[src/rtl/timer_counter.sv]
// 8-bit up/down timer counter with internal clock prescaler and parallel load from TDR.
// Optional build macro TIMER_RELOAD_EN: a wrap reloads tcnt from tdr instead of 0/MAX.
module timer_counter #(
    parameter int WIDTH = 8,
    parameter int PSC_W = 4
) (
    input  logic             clk,
    input  logic             rst_n,
    input  logic [1:0]       clk_sel,
    input  logic [7:0]       tcr,
    input  logic             load,
    input  logic [WIDTH-1:0] tdr,
    output logic [WIDTH-1:0] tcnt,
    output logic             ovf,
    output logic             undf
);

    localparam logic [WIDTH-1:0] MAX = {WIDTH{1'b1}};

    logic             en;
    logic             dir;
    logic             unused_tcr;
    logic [PSC_W-1:0] psc_q, psc_d;
    logic [PSC_W-1:0] psc_mask;
    logic             tick;
    logic [WIDTH-1:0] tcnt_q, tcnt_d;
    logic [WIDTH-1:0] wrap_up, wrap_dn;
    logic             ovf_q, ovf_d;
    logic             undf_q, undf_d;

    assign en         = tcr[4];
    assign dir        = tcr[5];
    assign unused_tcr = ^{tcr[7:6], tcr[3:0]};

    // A tick fires when the low clk_sel+1 prescaler bits are all ones.
    always_comb begin
        psc_mask = '0;
        case (clk_sel)
            2'd0:    psc_mask = PSC_W'(4'h1);
            2'd1:    psc_mask = PSC_W'(4'h3);
            2'd2:    psc_mask = PSC_W'(4'h7);
            default: psc_mask = PSC_W'(4'hF);
        endcase
    end

    assign tick  = en && ((psc_q & psc_mask) == psc_mask);
    assign psc_d = en ? psc_q + PSC_W'(1) : '0;

`ifdef TIMER_RELOAD_EN
    assign wrap_up = tdr;
    assign wrap_dn = tdr;
`else
    assign wrap_up = '0;
    assign wrap_dn = MAX;
`endif

    always_comb begin
        tcnt_d = tcnt_q;
        ovf_d  = 1'b0;
        undf_d = 1'b0;
        if (load) begin
            tcnt_d = tdr;
        end else if (tick && !dir) begin
            if (tcnt_q == MAX) begin
                tcnt_d = wrap_up;
                ovf_d  = 1'b1;
            end else begin
                tcnt_d = tcnt_q + WIDTH'(1);
            end
        end else if (tick && dir) begin
            if (tcnt_q == '0) begin
                tcnt_d = wrap_dn;
                undf_d = 1'b1;
            end else begin
                tcnt_d = tcnt_q - WIDTH'(1);
            end
        end
    end

    always_ff @(posedge clk or negedge rst_n) begin
        if (!rst_n) begin
            psc_q  <= '0;
            tcnt_q <= '0;
            ovf_q  <= 1'b0;
            undf_q <= 1'b0;
        end else begin
            psc_q  <= psc_d;
            tcnt_q <= tcnt_d;
            ovf_q  <= ovf_d;
            undf_q <= undf_d;
        end
    end

    assign tcnt = tcnt_q;
    assign ovf  = ovf_q;
    assign undf = undf_q;

endmodule

[config.mk]
export PLATFORM = sky130hd
export DESIGN_NAME = timer_counter
export DESIGN_NICKNAME = d
export VERILOG_FILES = /design/src/rtl/timer_counter.sv
export SDC_FILE = /design/constraint.sdc
export NUM_CORES = 1
export LEC_CHECK = 0
export CORE_UTILIZATION = 35
export DETAILED_ROUTE_END_ITERATION = 8
export HOLD_SLACK_MARGIN = 0.1
export PLACE_DENSITY = 0.72
export SLEW_MARGIN = 40
export SYNTH_ARGS = -nofsm -noshare
export SYNTH_HDL_FRONTEND = slang
export SYNTH_SLANG_ARGS = --single-unit
[constraint.sdc]
create_clock -name clk -period 2.2 [get_ports clk]
set_clock_uncertainty 0.05 [all_clocks]
set_input_delay 0.44 -clock clk [delete_from_list [all_inputs] [get_ports clk]]
set_output_delay 0.44 -clock clk [all_outputs]
set_load 0.01 [all_outputs]
==> summary.md <==
| Metric | Value |
|---|---|
| Status | `finished, violations left` |
| Violations in the final reports | `DRC` |
| Combined area of all synthesized cells | `0.00107 sq mm` |
| Placeable core region | `0.00283 sq mm` |
| Total clock sinks | `14` |
| Setup slack on the worst flop-to-flop path | `0.22 ns` |
| Vias per cell | `5.58` |
| Site Rows | `19` |
| Detailed router's first-iteration violation count | `32` |
| Vias in the first global route | `1,043` |
| Die boundary width | `57.3 um` |
| Routed wire length | `2660 um` |
| Multiplexer area fraction after synthesis | `0.937%` |
| YS warnings | `0` |
| IR Drop Worst-Case VDD | `0.000201 V` |
| Number of gates resized after CTS | `0` |
| Root Buffer | `sky130_fd_sc_hd__clkbuf_4` |
| Number of standard cells in the final layout excluding fillers | `191` |
| Worst Path Max Fanout | `11` |
| HPWL after DPL | `2060 um` |
| Antenna violation net count after detailed routing | `0` |
| Top Family by Delay on Critical Path | `buffers and inverters` |
| Cells taking the most area after synthesis | `sky130_fd_sc_hd__dfrtp_1, sky130_fd_sc_hd__xnor2_1, sky130_fd_sc_hd__ha_1` |
| GR Util All Layers | `18.0%` |
| CTS Buffer Depth | `2` |
| Starting density of the core | `37.8%` |
| Number of antenna violations at the first check in global routing | `0` |
| Share of final-layout standard cells stronger than drive strength 1 | `15.0%` |
| Slew of the pin with the lowest slew margin | `0.669 ns` |
| Cts bufs inserted | `3` |
| Post-layout minimum cycle time | `2.00 ns` |
| Kind of launch point of the worst setup path | `flop` |
| Overflow after GRT | `0` |
| TritonCTS clock tree | `done` |
| Average cell area after synthesis | `8.69 sq um` |
| Class of the tightest hold or removal check | `reg2reg` |
| H-tree levels | `1` |
| Cell type contributing the most total cell area after synthesis | `sky130_fd_sc_hd__dfrtp_1` |
| Highest-count cells in the layout ignoring fill and taps | `sky130_fd_sc_hd__clkdlybuf4s50_1, sky130_fd_sc_hd__buf_4, sky130_fd_sc_hd__dfrtp_1` |
| Share of the cycle needed by the critical path after routing | `90.8%` |
| Final routed DRC violation total | `4` |
| Hold depth | `1` |
| Syn Inst Count | `123` |
| Routed wirelength normalized by instance count | `13.9 um` |
| Ratio of total power to cell area | `501 mW/mm^2` |
| Synth-to-Final Area Change | `36.9%` |
| Die Span Y | `57.3 um` |
| CTS hold repair buffers | `0` |
| Number of port buffers | `24` |
| RSZ-0062 raised after global routing | `no` |
| Final total power | `732 uW` |
| CP arrival | `1.51 ns` |
| First-pass iteration count of the detailed router | `6` |
| Final sum of negative setup slack | `0 ns` |
| Fraction of post-synthesis cell area in the top cell type by area | `32.8%` |
| Hold violation count in the final report | `0` |
| Critical path class | `reg2out` |
| Total placed cells including tap cells | `187` |
| Most common cell after layout, fill and taps aside | `sky130_fd_sc_hd__clkdlybuf4s50_1` |
| Most instantiated flip-flop cell in the synthesis netlist | `sky130_fd_sc_hd__dfrtp_1` |
| Buffer and inverter count on the worst path | `1` |
| Flip-flop and latch count after synthesis | `14` |
| Post-Synth Adder-Cell Area | `4.68%` |
| Clock-pin slew on the worst setup and hold paths | `0.09 ns` |
| Max-cap viol count | `0` |
| Final max-slew violation count | `0` |
| Number of nets in the synthesized netlist | `148` |
| Post-synth EDFFs | `0` |
| Pin count of the biggest net entering global routing | `15` |
| Source-to-sink clock delay at the later pin of the worst-skew pair | `0.29 ns` |
| Leakage power of the design | `0.604 nW` |
| Complex-gate fraction of the synthesized area | `21.5%` |
| Number of cells on the worst reg-to-reg path | `5` |
| Hold EP | `psc_q[0]$_DFF_PN0_` |
| Synth Area in Simple Gates | `26.2%` |
| Die area | `0.00328 sq mm` |
| Startpoint of the lowest-slack hold path | `psc_q[0]$_DFF_PN0_` |
| Wire length of the first global-routing pass | `4570 um` |
| Critical path capture point type | `output pin` |
| Post-Route Hold Slack | `0.451 ns` |
| Rel. slew slack | `55.3%` |
| Register area share after synthesis | `32.8%` |
| Global placement routability congestion | `0.898` |
| Synth cell types | `43` |
| Ys async rst share | `100%` |
| Net count, final | `186` |
| Count of antenna diodes in the layout | `0` |
| CP Cell Sequence | `clkdlybuf4s50_1` |
| Final core occ | `51.7%` |
| # setup viols final | `0` |
| Combinational family with the most area after synthesis | `simple AND/OR/NAND/NOR gates` |
| Maximum clock rate | `500 MHz` |
| Worst flop-to-flop path startpoint | `tcnt[3]$_DFFE_PN0P_` |
| Boundary Pins | `31` |
| Critical path's largest stage delay | `0.62 ns` |
| Synth Area in XOR/XNOR | `8.20%` |
| Worst flop-to-flop path endpoint | `tcnt[0]$_DFFE_PN0P_` |
| Data required time of the worst path | `1.71 ns` |
| Count of buffers added by post-CTS timing repair for setup | `0` |
| Slowest cell on the critical path | `sky130_fd_sc_hd__clkdlybuf4s50_1` |
| Number of vias in the routed layout | `1,066` |
## metal layers
layer / part of all wire, % / track usage (%) / vias to the layer above
li1: - / - / 524
met1: 45 / 22.6 / 512
met2: 50 / 31.3 / 25
met3: 3.1 / 2.27 / 5
met4: 1.7 / 7.67 / 0
met5: 0 / 0 / -
## cell usage after synthesis, types with 2 or more instances
library cell / n
sky130_fd_sc_hd__and3_1: 4
sky130_fd_sc_hd__nor2b_1: 2
sky130_fd_sc_hd__nand3_1: 5
sky130_fd_sc_hd__ha_1: 4
sky130_fd_sc_hd__nor3_1: 6
sky130_fd_sc_hd__nand4_1: 2
sky130_fd_sc_hd__o21ai_1: 2
sky130_fd_sc_hd__clkbuf_1: 2
sky130_fd_sc_hd__dfrtp_1: 14
sky130_fd_sc_hd__o21ai_0: 4
sky130_fd_sc_hd__a31oi_1: 2
sky130_fd_sc_hd__nand2_1: 8
sky130_fd_sc_hd__a21boi_0: 2
sky130_fd_sc_hd__and2_1: 3
sky130_fd_sc_hd__xnor2_1: 9
sky130_fd_sc_hd__a21oi_1: 5
sky130_fd_sc_hd__nor2_1: 9
sky130_fd_sc_hd__o21a_1: 2
sky130_fd_sc_hd__and4_1: 2
sky130_fd_sc_hd__inv_1: 7
sky130_fd_sc_hd__o31ai_1: 3
sky130_fd_sc_hd__o2bb2ai_1: 3
sky130_fd_sc_hd__buf_2: 3
## stage by stage
| stage | setup slack [ns] | area (sq um) |
|---|---|---|
| finish | 0.201 | 1460 |
| global route | 0.0683 | 1460 |
| CTS | 0.205 | 1460 |
| global placement | -0.0510 | 1430 |
| detailed placement | -0.0979 | 1430 |
| floorplan | 0.122 | 1070 |
## worst register-to-register path: cells and delay by family, from the launching register on
family / cells / cell delay [ns]
AOI/OAI and AO/OA: 2 / 0.56
and+or+nand+nor: 3 / 0.75
DFF: 1 / 0.54
## how the worst max path moves through the flow
stage | endpoint | cells past startpoint | slack (ns) | start
detailed placement | tcnt[6]$_DFFE_PN0P_ | 6 | -0.1 | clk_sel[1]
finish | tcnt[3] | 1 | 0.20 | tcnt[3]$_DFFE_PN0P_
floorplan | tcnt[6]$_DFFE_PN0P_ | 8 | 0.12 | tcnt[0]$_DFFE_PN0P_
CTS | tcnt[6]$_DFFE_PN0P_ | 6 | 0.20 | clk_sel[1]
global placement | tcnt[6]$_DFFE_PN0P_ | 6 | -0.05 | clk_sel[1]
global route | tcnt[6]$_DFFE_PN0P_ | 5 | 0.07 | tcnt[3]$_DFFE_PN0P_
## cell families after synthesis
kind of cell    Yosys count
simple gates             49
mux                       1
xor+xnor                 10
fa+ha+maj                 4
compound gates           32
buf+inv                  13
flops                    14
## state kept, by name, summed over array words and instances (netlist names)
signal  flops
ovf         1
tcnt        8
psc_q       4
undf        1
## where the power goes
part / internal, mW / switching (mW) / total (mW)
sequential: 0.277 / 0.0365 / 0.313
clock: 0.101 / 0.0942 / 0.195
combinational: 0.124 / 0.100 / 0.224
total: 0.501 / 0.231 / 0.732
## area by class of cell
class / instances / area [sq um]
flip-flops and latches: 14 / 350
repair buffers: 39 / 353
well taps: 31 / 38.8
multi-input cells: 96 / 658
fillers: 274 / 1370
clock buffers: 4 / 36.3
inverters: 7 / 26.3
Note: power is estimated with default switching activity, not from simulation.
==> RTL edit (same flow settings) <==
Set the parameter `WIDTH` to 10 (it was 8).
--- a/src/rtl/timer_counter.sv
+++ b/src/rtl/timer_counter.sv
@@ -2,5 +2,5 @@
 // Optional build macro TIMER_RELOAD_EN: a wrap reloads tcnt from tdr instead of 0/MAX.
 module timer_counter #(
-    parameter int WIDTH = 8,
+    parameter int WIDTH = 10,
     parameter int PSC_W = 4
 ) (
Ports: changed (resized tcnt and tdr); port bits go from 31 to 35. No check against the original RTL was run, so the function may have changed too.
==> RTL edit against the unedited design <==
Maximum frequency down 2.4%. Total power up 4.9%. Area after synthesis up 12%. Sequential cell count up 2. Design area up 14%. First-iteration DRC count up 81%. Synthesized cell count up 15%. Setup slack worse by 0.049 ns. Routed wire length up 21%.
==> RTL edit: results (changes against the unedited design) <==
[detailed_routing]
first_pass_iters = 4  ; was 6
drt-initial-drc-count = 58  ; was 32
vias = 1245  ; was 1,066
drt_wl_total_um = 3210  ; was 2660 µm

[synth]
synthArstFlopShare_pct = 100  ; unchanged
seq_area_frac_synth_pct = 33.5  ; was 32.8%
synth_nets = 167  ; was 148
synth_top_family_by_area = simple AND/OR/NAND/NOR gates  ; unchanged
postSynthCellCount = 141  ; was 123
ys.warnings.count = 0  ; unchanged
synthMuxAreaShare_pct = 4.50  ; was 0.937%
synth-xor-area-share_pct = 4.40  ; was 8.20%
synth-main-ff-cell = dfrtp_1  ; unchanged
ys_types = 43  ; unchanged
synth_compound_area_share_pct = 20.8  ; was 21.5%
synthTopCellsByArea = dfrtp_1 (34%), nand2_1 (5.3%), a21oi_1 (3.4%), nor3_1 (3.4%), ha_1 (3.1%)  ; was dfrtp_1 (33%), xnor2_1 (7.4%), ha_1 (4.7%), nor2_1 (3.2%), nor3_1 (2.8%)
synthAdderAreaFrac_pct = 3.14  ; was 4.68%
synthTopCellsByCount = nand2_1 (17), dfrtp_1 (16), a21oi_1 (8), nor2_1 (8), nor3_1 (8)  ; was dfrtp_1 (14), nor2_1 (9), xnor2_1 (9), nand2_1 (8), inv_1 (7)

[power]
ir_drop_mv = 0.310  ; was 0.201 mV
p_leak_nw = 0.671  ; was 0.604 nW
p_sw_mw = 0.248  ; was 0.231 mW

[setup_path]
critPathTopFamily = simple AND/OR/NAND/NOR gates  ; was buffers and inverters
critPathMaxStageDelay_ns = 0.47  ; was 0.62 ns
worstPathArrival_ns = 2.19  ; was 1.51 ns
cp_max_fo = 7  ; was 11
slowest_stage = dfrtp_1  ; was clkdlybuf4s50_1

[placed_design]
pre_cts_ws_ns = -0.0874  ; was -0.0979 ns
place.gp.congestion = 0.884  ; was 0.898
dp.final_hpwl_um = 2470  ; was 2060 µm
place_area_mm2 = 0.00164  ; was 0.00143 mm²
io_buffers = 28  ; was 24

[global_route]
grt_usage_pct = 19.9  ; was 18.0%
grt_start_max_net_pins = 17  ; was 15
grt_pass1_wl_um = 5410  ; was 4570 µm
grt_antenna_before_repair = 0  ; unchanged

[clocking]
worstSkewPairLatency_ns = 0.29  ; about the same
clk_pin_slew_ns = 0.10
cts_setup_buffers = 0  ; unchanged
clockRootBuffer = clkbuf_4  ; unchanged
clock_path_buffers = 2  ; unchanged
cts-buffers-inserted = 3  ; unchanged
htree_levels = 1  ; unchanged

[finish]
insertedDiodeCount = 0  ; unchanged
largest_reg_flops = 10  ; was 8
final_nets = 213  ; was 186
final_cell_count_no_fill = 229  ; was 191
drive_above_1_share_pct = 20.5  ; was 15.0%

[sta]
relSlewSlack_pct = 79.8  ; was 55.3%

[min_path]
min_path_type = in2async  ; was reg2reg

[status]
status = finished clean  ; was finished, violations left

-- RTL edit: what timing repair did --
item	in CTS	in global routing
resized for setup	0	1
hold endpoints to repair	0	0
setup endpoints to repair	0	1
-- RTL edit: power groups by stage --
| stage | clock network (mW) | logic (mW) | registers, mW |
|---|---|---|---|
| 6_report | 0.162 | 0.262 | 0.345 |
| 5_1_grt | 0.175 | 0.287 | 0.347 |
| 4_1_cts | 0.166 | 0.260 | 0.344 |
| 3_5_place_dp | 0 | 0.258 | 0.350 |
| 3_3_place_gp | 0 | 0.250 | 0.348 |
| 2_1_floorplan | 0 | 0.120 | 0.356 |
-- RTL edit: per-layer routing --
| layer | vias up | wire length [µm] | share of wire [%] | GRT usage, % |
|---|---|---|---|---|
| met3 | 6 | 178 | 5.5 | 2.77 |
| met1 | 589 | 1440 | 45 | 25.8 |
| met4 | 0 | 51 | 1.6 | 9.42 |
| met5 | - | 0 | 0 | 0 |
| met2 | 50 | 1550 | 48 | 32.7 |
| li1 | 600 | - | - | - |
-- RTL edit: area by class of cell --
cell class                      instances  area [µm²]
Timing Repair Buffer                   49         438
Sequential cell                        16         400
Tap cell                               44        55.1
Fill cell                             303        1490
Clock buffer                            3        22.5
Multi-Input combinational cell        112         731
Inverter                                5        18.8
-- RTL edit: worst paths after layout --
path	startpoint	end	slack, ns	depth (start not counted)
worst min register to register	psc_q[0]	psc_q[0]	0.46	1
worst max register to register	tcnt[2]	tcnt[8]	0.15	7
max in group asynchronous	rst_n	tcnt[0]	1.51	2
worst max-delay path	tcnt[2]	tcnt[8]	0.15	7
min in group clk	psc_q[0]	psc_q[0]	0.46	1
worst min-delay path	rst_n	tcnt[9]	0.41	2
